## config.mk

```make
export PLATFORM = sky130hd
export DESIGN_NAME = compl_mult_pipe
export DESIGN_NICKNAME = d
export VERILOG_FILES = /design/src/rtl/compl_mult_pipe.sv
export SDC_FILE = /design/constraint.sdc
export NUM_CORES = 2
export LEC_CHECK = 0
export CAP_MARGIN = 30
export CORE_ASPECT_RATIO = 2
export CORE_UTILIZATION = 50
export DETAILED_ROUTE_END_ITERATION = 12
export PLACE_DENSITY = 0.66
export SLEW_MARGIN = 30
export SYNTH_ARGS = -nofsm -noshare
export SYNTH_HDL_FRONTEND = slang
export SYNTH_SLANG_ARGS = --single-unit
```

## constraint.sdc

```tcl
create_clock -name clk -period 8.8 [get_ports clk]
set_clock_uncertainty 0.1 [all_clocks]
set_input_delay 1.76 -clock clk [delete_from_list [all_inputs] [get_ports clk]]
set_output_delay 1.76 -clock clk [all_outputs]
set_load 0.01 [all_outputs]
```

## src/rtl/compl_mult_pipe.sv

```systemverilog
// Three-stage pipelined complex multiplier, optional conjugate of b per sample.
// Define CMULT_SAT_EN to saturate the output; default build wraps.
module compl_mult_pipe #(
  parameter int WA    = 16,
  parameter int WB    = 16,
  parameter int WO    = 16,
  parameter int SHIFT = 15
) (
  input  logic            clk,
  input  logic            reset,
  input  logic            in_valid,
  output logic            in_ready,
  input  logic [2*WA-1:0] a,
  input  logic [2*WB-1:0] b,
  input  logic            conj,
  output logic            out_valid,
  input  logic            out_ready,
  output logic [2*WO-1:0] o
);

  localparam int WP = WA + WB;
  localparam int WR = WP + 1;

  localparam logic signed [WR-1:0] RND =
    {{(WR-1){1'b0}}, 1'b1} << (SHIFT-1);

`ifdef CMULT_SAT_EN
  localparam logic signed [WR-1:0] MAXV =
    {{(WR-WO+1){1'b0}}, {(WO-1){1'b1}}};
  localparam logic signed [WR-1:0] MINV =
    {{(WR-WO+1){1'b1}}, {(WO-1){1'b0}}};
`endif

  // stage 1
  logic [2*WA-1:0] a_q;
  logic [2*WB-1:0] b_q;
  logic            cj1_q, v1_q;
  // stage 2
  logic signed [WP-1:0] pii_q, pqq_q, pqi_q, piq_q;
  logic signed [WP-1:0] pii_d, pqq_d, pqi_d, piq_d;
  logic                 cj2_q, v2_q;
  // stage 3
  logic [2*WO-1:0] o_q, o_d;
  logic            v3_q;

  logic signed [WP-1:0] ai_x, aq_x, bi_x, bq_x;
  logic signed [WR-1:0] ii_x, qq_x, qi_x, iq_x;
  logic signed [WR-1:0] re_x, im_x, re_r, im_r;
  logic                 stall;

  assign stall     = v3_q & ~out_ready;
  assign in_ready  = ~stall;
  assign out_valid = v3_q;
  assign o         = o_q;

  // Limit a rounded WR-bit value to WO bits.
  function automatic logic [WO-1:0] lim(
    input logic signed [WR-1:0] r
  );
`ifdef CMULT_SAT_EN
    if (r > MAXV)
      lim = WO'(MAXV);
    else if (r < MINV)
      lim = WO'(MINV);
    else
      lim = WO'(r);
`else
    lim = WO'(r);
`endif
  endfunction

  // Sign-extend components and form the four full-precision products.
  always_comb begin
    ai_x  = {{WB{a_q[2*WA-1]}}, a_q[2*WA-1:WA]};
    aq_x  = {{WB{a_q[WA-1]}}, a_q[WA-1:0]};
    bi_x  = {{WA{b_q[2*WB-1]}}, b_q[2*WB-1:WB]};
    bq_x  = {{WA{b_q[WB-1]}}, b_q[WB-1:0]};
    pii_d = ai_x * bi_x;
    pqq_d = aq_x * bq_x;
    pqi_d = aq_x * bi_x;
    piq_d = ai_x * bq_x;
  end

  // Combine products, round half-up, then limit to the output width.
  always_comb begin
    ii_x = {pii_q[WP-1], pii_q};
    qq_x = {pqq_q[WP-1], pqq_q};
    qi_x = {pqi_q[WP-1], pqi_q};
    iq_x = {piq_q[WP-1], piq_q};
    if (cj2_q) begin
      re_x = ii_x + qq_x;
      im_x = qi_x - iq_x;
    end else begin
      re_x = ii_x - qq_x;
      im_x = qi_x + iq_x;
    end
    re_r = (re_x + RND) >>> SHIFT;
    im_r = (im_x + RND) >>> SHIFT;
    o_d  = {lim(re_r), lim(im_r)};
  end

  // Pipeline registers; the whole pipe freezes while output is stalled.
  always_ff @(posedge clk or posedge reset) begin
    if (reset) begin
      a_q   <= '0;
      b_q   <= '0;
      cj1_q <= 1'b0;
      v1_q  <= 1'b0;
      pii_q <= '0;
      pqq_q <= '0;
      pqi_q <= '0;
      piq_q <= '0;
      cj2_q <= 1'b0;
      v2_q  <= 1'b0;
      o_q   <= '0;
      v3_q  <= 1'b0;
    end else if (!stall) begin
      a_q   <= a;
      b_q   <= b;
      cj1_q <= conj;
      v1_q  <= in_valid;
      pii_q <= pii_d;
      pqq_q <= pqq_d;
      pqi_q <= pqi_d;
      piq_q <= piq_d;
      cj2_q <= cj1_q;
      v2_q  <= v1_q;
      o_q   <= o_d;
      v3_q  <= v2_q;
    end
  end

endmodule

```

==> out/qor.txt <==
Worst path setup slack after routing -> 1400 ps
Total half-perimeter wirelength after legalization and detailed placement -> 123 mm
CP top delay family -> adder cells
Synth Instances -> 5,764
Total of endpoints with negative setup slack in the final report -> 0
Post-Synthesis Cell Area -> 51,100 sq um
Number of enable-type register cells in the synthesized netlist -> 0
Initial DRT Pass Iterations -> 6
Core Box Area -> 101,000 sq um
Floorplan row count -> 165
Post-route worst hold slack -> 372 ps
Tmin final -> 7400 ps
Slew at the pin with the worst max-slew slack -> 1040 ps
Fraction of final layout cells with drive strength greater than 1 -> 0.0310
Slowest stage cell, crit path -> sky130_fd_sc_hd__dfrtp_1
Number of storage elements in the synthesis netlist -> 225
TritonCTS clock tree -> yes
Final instance area -> 54,600 sq um
Global placement routability congestion -> 0.955
Height of the chip -> 454 um
Clock transition at path regs -> 80 ps
CP max stage delay -> 1000 ps
Worst Path Max Fanout -> 21
Number of antenna violations at the first check in global routing -> 1
Number of top-level design ports -> 103
Synth-to-Final Area Change -> 6.76%
# hold bufs at CTS -> 0
CP dominant cell by count -> sky130_fd_sc_hd__fa_1
FMAX -> 0.135 GHz
Worst-case clock buffer depth -> 3
Wirelength per Cell -> 21.3 um
Critical path startpoint category -> flip-flop
Initial core utilization -> 0.505
Congestion Overflow GR -> 0
Most frequent standard cell in the layout excluding fill and tap cells -> sky130_fd_sc_hd__inv_1
Final Hold Vio Count -> 0
Count of instances resized after the clock tree is built -> 0
Final #Nets -> 7,193
First-pass GRT wire length -> 236 mm
Worst-case setup slack after placement -> 1390 ps
Die W -> 228 um
Fin. max-slew vios -> 0
Max Cap Violations -> 0
Routed vias/inst -> 5.50
Count of nets left with antenna violations after detail routing -> 0
Clock H-tree levels -> 1
Number of filler instances in the final layout -> 9,438
Number of sinks handled by clock tree synthesis -> 225
Number of buffer cells added on primary ports -> 102
Crit share post-route -> 0.841
Number of violations reported at the end of detailed-routing iteration 0 -> 2,164
Worst slew margin relative to its limit -> 0.310
Arrival time at the worst endpoint -> 7780 ps
Cell chosen for the clock root -> sky130_fd_sc_hd__clkbuf_16
Sequential-to-total area share from yosys stat -> 0.110
Post-CTS setup buffer count -> 0
Total die area -> 104,000 sq um
Pin count of the biggest net entering global routing -> 161
Synthesis warning total -> 0
Worst setup path category -> flip-flop to flip-flop
Path category of the worst min-delay check -> flip-flop to flip-flop
Commonest cells after routing, fill and taps aside -> sky130_fd_sc_hd__inv_1 (1,166), sky130_fd_sc_hd__fa_1 (1,024), sky130_fd_sc_hd__nand2_1 (898), sky130_fd_sc_hd__and2_1 (481), sky130_fd_sc_hd__ha_1 (382)
Setup repair after global routing missed its margin -> false
Post-synth net total -> 7,239
Vias after detailed routing -> 38,900
GR Util All Layers -> 0.300
Cell variety after synth -> 78
TNS Setup -> 0 ps
Total wire length after detailed routing -> 151 mm
Residual DRC count -> 0
Number of buffers created by CTS -> 28
Required arrival time at the worst endpoint -> 9180 ps
Result of the run -> complete, no violations
Category of the worst setup path capture point -> flip-flop
Clock network latency to the later pin of the worst-skew pair -> 640 ps
Share of async-settable or async-resettable flops after synthesis -> 1.00
Standard cell area after detailed placement -> 53,500 sq um
Via count of the first global-routing pass -> 42,800
Avg Cell Area, Syn -> 8.87 sq um
Predominant post-synthesis flop cell -> sky130_fd_sc_hd__dfrtp_1
Critical path buffer and inverter count -> 6
[synth_stat cells, types with 4 or more instances]
library cell | n | share of area
sky130_fd_sc_hd__inv_1 | 1168 | 0.086
sky130_fd_sc_hd__fa_1 | 1024 | 0.40
sky130_fd_sc_hd__nand2_1 | 898 | 0.066
sky130_fd_sc_hd__and2_1 | 481 | 0.059
sky130_fd_sc_hd__ha_1 | 382 | 0.094
sky130_fd_sc_hd__clkbuf_1 | 251 | 0.018
sky130_fd_sc_hd__dfrtp_1 | 225 | 0.11
sky130_fd_sc_hd__nor2_1 | 224 | 0.016
sky130_fd_sc_hd__a21oi_1 | 193 | 0.019
sky130_fd_sc_hd__o21ai_0 | 141 | 0.014
sky130_fd_sc_hd__xnor2_1 | 139 | 0.024
sky130_fd_sc_hd__xor2_1 | 109 | 0.019
sky130_fd_sc_hd__a21o_1 | 49 | 0.0072
sky130_fd_sc_hd__nor3_1 | 46 | 0.0045
sky130_fd_sc_hd__nand2b_1 | 42 | 0.0051
sky130_fd_sc_hd__nand3_1 | 41 | 0.0040
sky130_fd_sc_hd__a211oi_1 | 26 | 0.0038
sky130_fd_sc_hd__o21a_1 | 20 | 0.0029
sky130_fd_sc_hd__o21bai_1 | 20 | 0.0029
sky130_fd_sc_hd__o31ai_1 | 18 | 0.0026
sky130_fd_sc_hd__a31oi_1 | 17 | 0.0021
sky130_fd_sc_hd__and3_1 | 16 | 0.0020
sky130_fd_sc_hd__or3_1 | 16 | 0.0020
sky130_fd_sc_hd__nor2b_1 | 15 | 0.0018
sky130_fd_sc_hd__buf_1 | 14 | 0.0010
sky130_fd_sc_hd__nand3b_1 | 13 | 0.0019
sky130_fd_sc_hd__nand4_1 | 13 | 0.0016
sky130_fd_sc_hd__nor4_1 | 13 | 0.0016
sky130_fd_sc_hd__mux2i_1 | 12 | 0.0024
sky130_fd_sc_hd__nor3b_1 | 12 | 0.0018
sky130_fd_sc_hd__a211o_1 | 8 | 0.0014
sky130_fd_sc_hd__o211ai_1 | 8 | 0.0012
sky130_fd_sc_hd__o41ai_1 | 8 | 0.0014
sky130_fd_sc_hd__or2_2 | 8 | 0.00098
sky130_fd_sc_hd__o2111ai_1 | 7 | 0.0012
sky130_fd_sc_hd__or4_1 | 7 | 0.0010
sky130_fd_sc_hd__nor4b_1 | 5 | 0.00086
sky130_fd_sc_hd__o311ai_0 | 5 | 0.00086
sky130_fd_sc_hd__a221oi_1 | 4 | 0.00069
sky130_fd_sc_hd__a311oi_1 | 4 | 0.00069
sky130_fd_sc_hd__o31a_1 | 4 | 0.00069
[metal layers]
metal  track usage  up-vias  share of wire
met2         0.556     1243           0.53
met1         0.308    19900           0.33
met5             0        -              0
met3        0.0254      523          0.042
met4         0.246        0          0.096
li1              -    17300              -
[final cells by class]
cell class                      instances  area (sq um)  area share
Multi-Input combinational cell       4106         40100       0.735
Sequential cell                       225          5650       0.103
Inverter                             1168          4400      0.0806
Timing Repair Buffer                  189          1700      0.0311
Tap cell                             1336          1670      0.0306
Clock buffer                           36           782      0.0143
Clock inverter                         16           256     0.00470
Antenna cell                            2          5.00   0.0000917
[registers in the layout, summed over array words and instances (netlist names)]
register,flops
b_q,32
v2_q,1
out_valid,1
cj2_q,1
cj1_q,1
piq_q,31
pqi_q,31
a_q,32
v1_q,1
o,32
pqq_q,31
pii_q,31
[stage by stage]
step / util / cells
6_report: 0.539 / 7078
5_1_grt: 0.539 / 7077
4_1_cts: 0.539 / 7076
3_5_place_dp: 0.529 / 7024
3_3_place_gp: 0.529 / 7024
2_1_floorplan: - / 5764
[logic make-up after synthesis]
logic type                 share of synthesized area
xor gates and xnor gates                      0.0425
muxes                                        0.00257
and+or+nand+nor                                0.174
DFF                                            0.110
adders and majority gates                      0.495
AOI/OAI and AO/OA                             0.0704
buffers and inverters                          0.105
[tightest hold or removal path: stages, from the launching register on]
cell	delay [ps]
sky130_fd_sc_hd__dfrtp_1	350
sky130_fd_sc_hd__nand2_1	50
sky130_fd_sc_hd__nand2_1	50
[path summary, 6_finish.rpt]
check | slack, ps | start | to | cells after the start
worst max-delay path | 1400 | b_q[23] | pqi_q[27] | 25
worst min-delay path | 370 | o[5] | o[5] | 2
worst max register to register | 1400 | b_q[23] | pqi_q[27] | 25
worst min register to register | 370 | o[5] | o[5] | 2
max in group asynchronous | 5650 | reset | a_q[18] | 3
min in group asynchronous | 1530 | reset | pii_q[28] | 2
Power is not shown: default switching activity piles up to over one toggle a cycle in this logic, so the estimate is an artifact.
